<file path="config.mk">
export PLATFORM = sky130hd
export DESIGN_NAME = scheduler_sched_info_loader
export DESIGN_NICKNAME = d
export VERILOG_FILES = /design/src/rtl/scheduler_sched_info_loader_pkg.sv /design/src/rtl/scheduler_sched_info_loader.sv
export SDC_FILE = /design/constraint.sdc
export NUM_CORES = 1
export LEC_CHECK = 0
export CAP_MARGIN = 20
export CORE_UTILIZATION = 52
export CTS_BUF_LIST = sky130_fd_sc_hd__clkbuf_8
export DETAILED_ROUTE_END_ITERATION = 6
export PLACE_DENSITY = 0.87
export SLEW_MARGIN = 20
export SYNTH_ARGS = -nofsm -noshare
export SYNTH_HDL_FRONTEND = slang
export SYNTH_SLANG_ARGS = --single-unit
</file>
<file path="constraint.sdc">
create_clock -name clk -period 3.6 [get_ports clk]
set_input_delay 0.9 -clock clk [delete_from_list [all_inputs] [get_ports clk]]
set_output_delay 0.9 -clock clk [all_outputs]
set_load 0.02 [all_outputs]
</file>
<file path="src/rtl/scheduler_sched_info_loader_pkg.sv">
// sched_info_pkg: sched-info entry layout, config-stream field positions and loader states.
package sched_info_pkg;
    localparam int TYPE_W        = 34;
    localparam int ID_W          = 8;
    localparam int CNT_W         = 8;
    localparam int ENTRY_W       = TYPE_W + ID_W + CNT_W;
    localparam int CNT_LSB       = 0;
    localparam int ID_LSB        = CNT_LSB + CNT_W;
    localparam int TYPE_LSB      = ID_LSB + ID_W;
    localparam int HDR_N_LSB     = 0;
    localparam int HDR_N_W       = 8;
    localparam int DESC_TYPE_LSB = 0;
    localparam int DESC_CNT_LSB  = 40;

    typedef enum logic [2:0] {
        S_IDLE,
        S_HDR,
        S_ENTRY,
        S_DRAIN,
        S_CLEAR
    } loaderState_t;

    function automatic logic [ENTRY_W-1:0] makeEntry(
        input logic [TYPE_W-1:0] taskType,
        input logic [ID_W-1:0]   firstId,
        input logic [CNT_W-1:0]  count
    );
        logic [ENTRY_W-1:0] e;
        e = '0;
        e[TYPE_LSB +: TYPE_W] = taskType;
        e[ID_LSB +: ID_W]     = firstId;
        e[CNT_LSB +: CNT_W]   = count;
        return e;
    endfunction
endpackage

</file>
<file path="src/rtl/scheduler_sched_info_loader.sv">
// scheduler_sched_info_loader: fills the sched-info memory from a header + descriptor stream,
// assigning first accelerator IDs as a running sum and zero-filling unused entries.
module scheduler_sched_info_loader
    import sched_info_pkg::*;
#(
    parameter int MAX_ACC_TYPES = 16,
    parameter int ACC_TYPE_BITS = $clog2(MAX_ACC_TYPES)
) (
    input  logic                     clk,
    input  logic                     rst,
    input  logic                     start,
    input  logic [63:0]              cfg_tdata,
    input  logic                     cfg_tvalid,
    output logic                     cfg_tready,
    output logic [ACC_TYPE_BITS-1:0] scheduleData_portA_addr,
    output logic                     scheduleData_portA_en,
    output logic [ENTRY_W-1:0]       scheduleData_portA_din,
    output logic                     busy,
    output logic                     done,
    output logic                     error,
    output logic [ACC_TYPE_BITS:0]   num_acc_types,
    output logic [7:0]               num_accs
);
    localparam logic [ACC_TYPE_BITS:0] MAX_IDX = (ACC_TYPE_BITS+1)'(MAX_ACC_TYPES);
    localparam logic [HDR_N_W-1:0]     MAX_N   = HDR_N_W'(MAX_ACC_TYPES);

    loaderState_t           state;
    logic [ACC_TYPE_BITS:0] idx;
    logic [ACC_TYPE_BITS:0] loadCnt;
    logic [HDR_N_W-1:0]     drainCnt;
    logic [8:0]             sum;

    logic [HDR_N_W-1:0] hdrN;
    logic [TYPE_W-1:0]  descType;
    logic [CNT_W-1:0]   descCnt;
    logic [8:0]         nextSum;
    logic               hdrOver;
    logic               sumOvf;
    logic               lastEntry;
    logic               accept;
    logic               unusedBits;

    assign cfg_tready = state inside {S_HDR, S_ENTRY, S_DRAIN};

    always_comb begin
        hdrN       = cfg_tdata[HDR_N_LSB +: HDR_N_W];
        descType   = cfg_tdata[DESC_TYPE_LSB +: TYPE_W];
        descCnt    = cfg_tdata[DESC_CNT_LSB +: CNT_W];
        nextSum    = sum + 9'(descCnt);
        hdrOver    = hdrN > MAX_N;
        sumOvf     = nextSum[8];
        lastEntry  = (idx + 1'b1) == loadCnt;
        accept     = cfg_tvalid & cfg_tready;
        unusedBits = ^{cfg_tdata[63:48], cfg_tdata[39:34]};
    end

    always_ff @(posedge clk) begin
        if (rst) begin
            state                   <= S_IDLE;
            idx                     <= '0;
            loadCnt                 <= '0;
            drainCnt                <= '0;
            sum                     <= '0;
            scheduleData_portA_addr <= '0;
            scheduleData_portA_en   <= 1'b0;
            scheduleData_portA_din  <= '0;
            busy                    <= 1'b0;
            done                    <= 1'b0;
            error                   <= 1'b0;
            num_acc_types           <= '0;
            num_accs                <= '0;
        end else begin
            scheduleData_portA_en <= 1'b0;
            case (state)
                S_IDLE: begin
                    if (start) begin
                        state <= S_HDR;
                        busy  <= 1'b1;
                        done  <= 1'b0;
                        error <= 1'b0;
                        sum   <= '0;
                    end
                end
                S_HDR: begin
                    if (accept) begin
                        idx      <= '0;
                        loadCnt  <= hdrOver ? MAX_IDX : (ACC_TYPE_BITS+1)'(hdrN);
                        drainCnt <= hdrOver ? hdrN - MAX_N : '0;
                        if (hdrOver) error <= 1'b1;
                        state    <= (hdrN == '0) ? S_CLEAR : S_ENTRY;
                    end
                end
                S_ENTRY: begin
                    if (accept) begin
                        scheduleData_portA_en   <= 1'b1;
                        scheduleData_portA_addr <= idx[ACC_TYPE_BITS-1:0];
                        // an overflowing entry keeps its ID but gets no instances
                        scheduleData_portA_din  <= makeEntry(descType, sum[7:0], sumOvf ? '0 : descCnt);
                        if (sumOvf || descCnt == '0) error <= 1'b1;
                        if (!sumOvf) sum <= nextSum;
                        idx <= idx + 1'b1;
                        if (lastEntry) state <= (drainCnt != '0) ? S_DRAIN : S_CLEAR;
                    end
                end
                S_DRAIN: begin
                    if (accept) begin
                        drainCnt <= drainCnt - 1'b1;
                        if (drainCnt == 8'd1) state <= S_CLEAR;
                    end
                end
                S_CLEAR: begin
                    if (idx == MAX_IDX) begin
                        state         <= S_IDLE;
                        busy          <= 1'b0;
                        done          <= 1'b1;
                        num_acc_types <= loadCnt;
                        num_accs      <= sum[7:0];
                    end else begin
                        scheduleData_portA_en   <= 1'b1;
                        scheduleData_portA_addr <= idx[ACC_TYPE_BITS-1:0];
                        scheduleData_portA_din  <= '0;
                        idx                     <= idx + 1'b1;
                    end
                end
                default: state <= S_IDLE;
            endcase
        end
    end
endmodule

</file>
==> impl_metrics.py <==
metrics = {
    "timing": {
        "period_minus_slack_ns": 2.904,
        "hold_viol_final": 0,
        "max_freq_mhz": 344.3,
        "rsz0062_at_grt": "no",
        "slew_headroom": 0.3751,
        "post-route-period-util": 0.8067,
        "tns_ns": 0,
        "worstMarginPinSlew_ns": 0.9347,
        "finalClockSkew_ns": 0.01111,
        "hold_ws_ns": 0.4619,
        "setup_viol": 0,
        "drv_slew": 0,
    },
    "setup_path": {
        "critPathSlowestCell": "clkdlybuf4s50_1",
        "rr_worst_depth": 8,
        "path_max_fanout": 8,
        "worstReg2RegEnd": "idx[2]$_SDFFE_PP0P_",
        "arrival_ns": 3.15,
        "rrSetupSlack_ns": 1.18,
        "max_stage_delay_ns": 0.54,
        "crit_chain": "clkdlybuf4s50_1 -> ha_1 -> inv_1 -> fa_1 -> nor2b_1 -> o31a_1 -> o21ai_1 -> buf_4 -> a32oi_1 -> nor2_1",
        "rr_startpoint": "idx[0]$_SDFFE_PP0P_",
        "worst-setup-path-type": "in2reg",
        "crit_start": "cfg_tdata[40]",
        "start_kind": "input pin",
        "endpoint_kind": "flop",
        "worstPathRequired_ns": 3.84,
    },
    "yosys": {
        "synth_fp_nets": 607,
        "yosysWarnings": 0,
        "yosysSeqAreaShare": 0.4421,
        "synthDistinctLibCells": 55,
        "synthFlopType": "dfxtp_1",
        "ys_top_cells_by_count": "nor2_1, dfxtp_1, a22oi_1",
        "synthTopCellsByArea": "dfxtp_1, nor2_1, a22oi_1, ha_1, a21oi_1",
        "syn_avg_cell_area_um2": 8.658,
        "ys_ff_latch": 100,
        "synthCells": 523,
        "synth-edff-count": 0,
        "synth_top_area_share": 0.4421,
        "synth_area_mm2": 0.004528,
        "synthArstFlopShare": 0,
        "yosysTopAreaCell": "dfxtp_1",
        "synth_most_common_cell": "nor2_1",
    },
    "clocking": {
        "cts.root.buffer_cell": "clkbuf_8",
        "cts_buffers": 9,
        "cts_hold_buf": 0,
        "htreeDepth": 3,
        "clk_pin_slew_ns": 0.10,
        "cts_resized": 0,
        "cts_tree": "yes",
        "clock_path_buffers": 2,
        "clock_sinks": 100,
        "postCtsSetupBuffers": 0,
        "clock_latency_ns": 0.36,
    },
    "final_layout": {
        "drive_above_1_share": 0.04944,
        "multi_input_comb_area_mm2": 0.002283,
        "nets": 707,
        "nFillCells": 662,
        "register_area_mm2": 0.002002,
        "area_growth_pct": 31.69,
        "stdcell_count": 732,
        "antennaDiodeCount": 0,
    },
    "route": {
        "post_drt_wl_per_cell_um": 16.02,
        "drc": 0,
        "drt-initial-drc-count": 248,
        "dr.pass1.iters": 5,
        "avgViaCountPerCell": 5.969,
        "wirelength_um": 11730,
        "vias": 4369,
        "ant_nets": 0,
    },
    "pwr": {
        "p_leak_uw": 0.002183,
        "p_per_area_mw_per_mm2": 531.1,
        "ir_drop_uv": 262.3,
    },
    "global_route": {
        "grt_usage": 0.2629,
        "grt_pass1_vias": 4034,
        "grt_pass1_wl_um": 18770,
        "grt_overflow": 0,
        "grt_max_degree": 57,
        "antenna_found_initial": 0,
    },
    "hold_path": {
        "min_to": "scheduleData_portA_addr[3]$_SDFFE_PP0P_",
        "hp-start": "scheduleData_portA_addr[3]$_SDFFE_PP0P_",
        "worstHoldPathCells": 2,
        "holdCritPathClass": "reg2reg",
    },
    "placed_design": {
        "hpwl_um": 8250,
        "numPlacedInstances": 717,
        "place_congestion": 0.8689,
        "portBuffers": 117,
    },
    "flow_run": {
        "drv_cap": 0,
    },
    "floorplan": {
        "row_count": 33,
        "core_mm2": 0.008341,
        "io_pins": 140,
        "die_area_mm2": 0.009085,
        "die-width_um": 95.32,
        "die_h_um": 95.32,
        "start_util": 0.5429,
    },
    "run_status": {
        "status": "finished, final reports clean",
    },
}
[state kept, by name, indices dropped and copies added (netlist names)]
name                     count
state                        3
scheduleData_portA_din      50
drainCnt                     8
num_acc_types                5
loadCnt                      5
num_accs                     8
sum                          8
scheduleData_portA_addr      4
error                        1
scheduleData_portA_en        1
done                         1
busy                         1
idx                          5
[final cells by class]
cell class	instances	area share
inverters	24	0.01511
clock inverters	6	0.01867
flip-flops and latches	100	0.3357
repair buffers	124	0.2048
well taps	105	0.02203
clock buffers	9	0.02077
multi-input cells	364	0.3829
[power by group]
group / switching (µW) / total, µW / internal, µW
Clock: 385 / 845 / 461
Combinational: 570 / 984 / 414
Sequential: 116 / 1340 / 1220
Total: 1070 / 3170 / 2100
[worst max path at each step]
stage          cells past startpoint                                     end
2_1_floorplan                      9  scheduleData_portA_din[1]$_SDFFE_PP0P_
3_3_place_gp                      10  scheduleData_portA_din[5]$_SDFFE_PP0P_
3_5_place_dp                      10  scheduleData_portA_din[4]$_SDFFE_PP0P_
4_1_cts                           10  scheduleData_portA_din[4]$_SDFFE_PP0P_
5_1_grt                           10  scheduleData_portA_din[1]$_SDFFE_PP0P_
6_report                          10  scheduleData_portA_din[4]$_SDFFE_PP0P_
[worst max-delay path, delay by kind of cell]
family	cells	cell delay [ns]
adder cells (fa/ha/maj)	2	0.59
AND/OR/NAND/NOR	2	0.22
buffers and inverters	3	0.82
AO/OA/AOI/OAI	3	0.62
[metrics by stage]
| stage | setup slack, ns | power [µW] | cell area [µm²] | util |
|---|---|---|---|---|
| floorplan | 1.103 | 1982 | 4528 | - |
| global placement | 0.3913 | 2295 | 5728 | 0.6868 |
| detailed placement | 0.3136 | 2330 | 5728 | 0.6868 |
| CTS | 0.7061 | 3170 | 5963 | 0.7150 |
| global route | 0.5360 | 3329 | 5963 | 0.7150 |
| finish | 0.6958 | 3167 | 5963 | 0.7150 |
[placed cells by master (no fill, tap or decap), drive strengths merged, types with 4 or more instances in the layout]
master | netlist | routed
o32ai | 6 | 6
or4 | 4 | 4
o21ai | 20 | 20
nor4 | 8 | 8
nand2 | 19 | 19
a21oi | 30 | 30
nor2 | 101 | 101
a32oi | 8 | 8
nor3 | 7 | 7
ha | 15 | 15
a22oi | 46 | 46
buf | 11 | 8
xor2 | 5 | 5
inv | 24 | 27
xnor2 | 4 | 4
nand3 | 14 | 14
dfxtp | 100 | 100
nand4 | 8 | 8
a211oi | 9 | 9
clkbuf | 24 | 9
clkdlybuf4s50 | 0 | 116
mux2i | 7 | 7
a31oi | 4 | 4
[kinds of logic (layout without fill, tap and decap cells)]
kind of cell | count (synthesis) | after routing | synth area share
AOI/OAI and AO/OA | 147 | 147 | 0.2244
xor gates and xnor gates | 9 | 9 | 0.01741
adders and majority gates | 16 | 16 | 0.04587
buffers and inverters | 59 | 163 | 0.05526
DFF | 100 | 100 | 0.4421
muxes | 9 | 9 | 0.02045
and+or+nand+nor | 183 | 183 | 0.1945
[metal layers]
| layer | GRT usage | part of all wire | vias up |
|---|---|---|---|
| met1 | 0.3145 | 0.41 | 2059 |
| met5 | 0 | 0 | - |
| li1 | - | - | 2097 |
| met3 | 0.06459 | 0.079 | 24 |
| met2 | 0.4500 | 0.49 | 189 |
| met4 | 0.1048 | 0.024 | 0 |
Power figures use the tool's default switching activity.
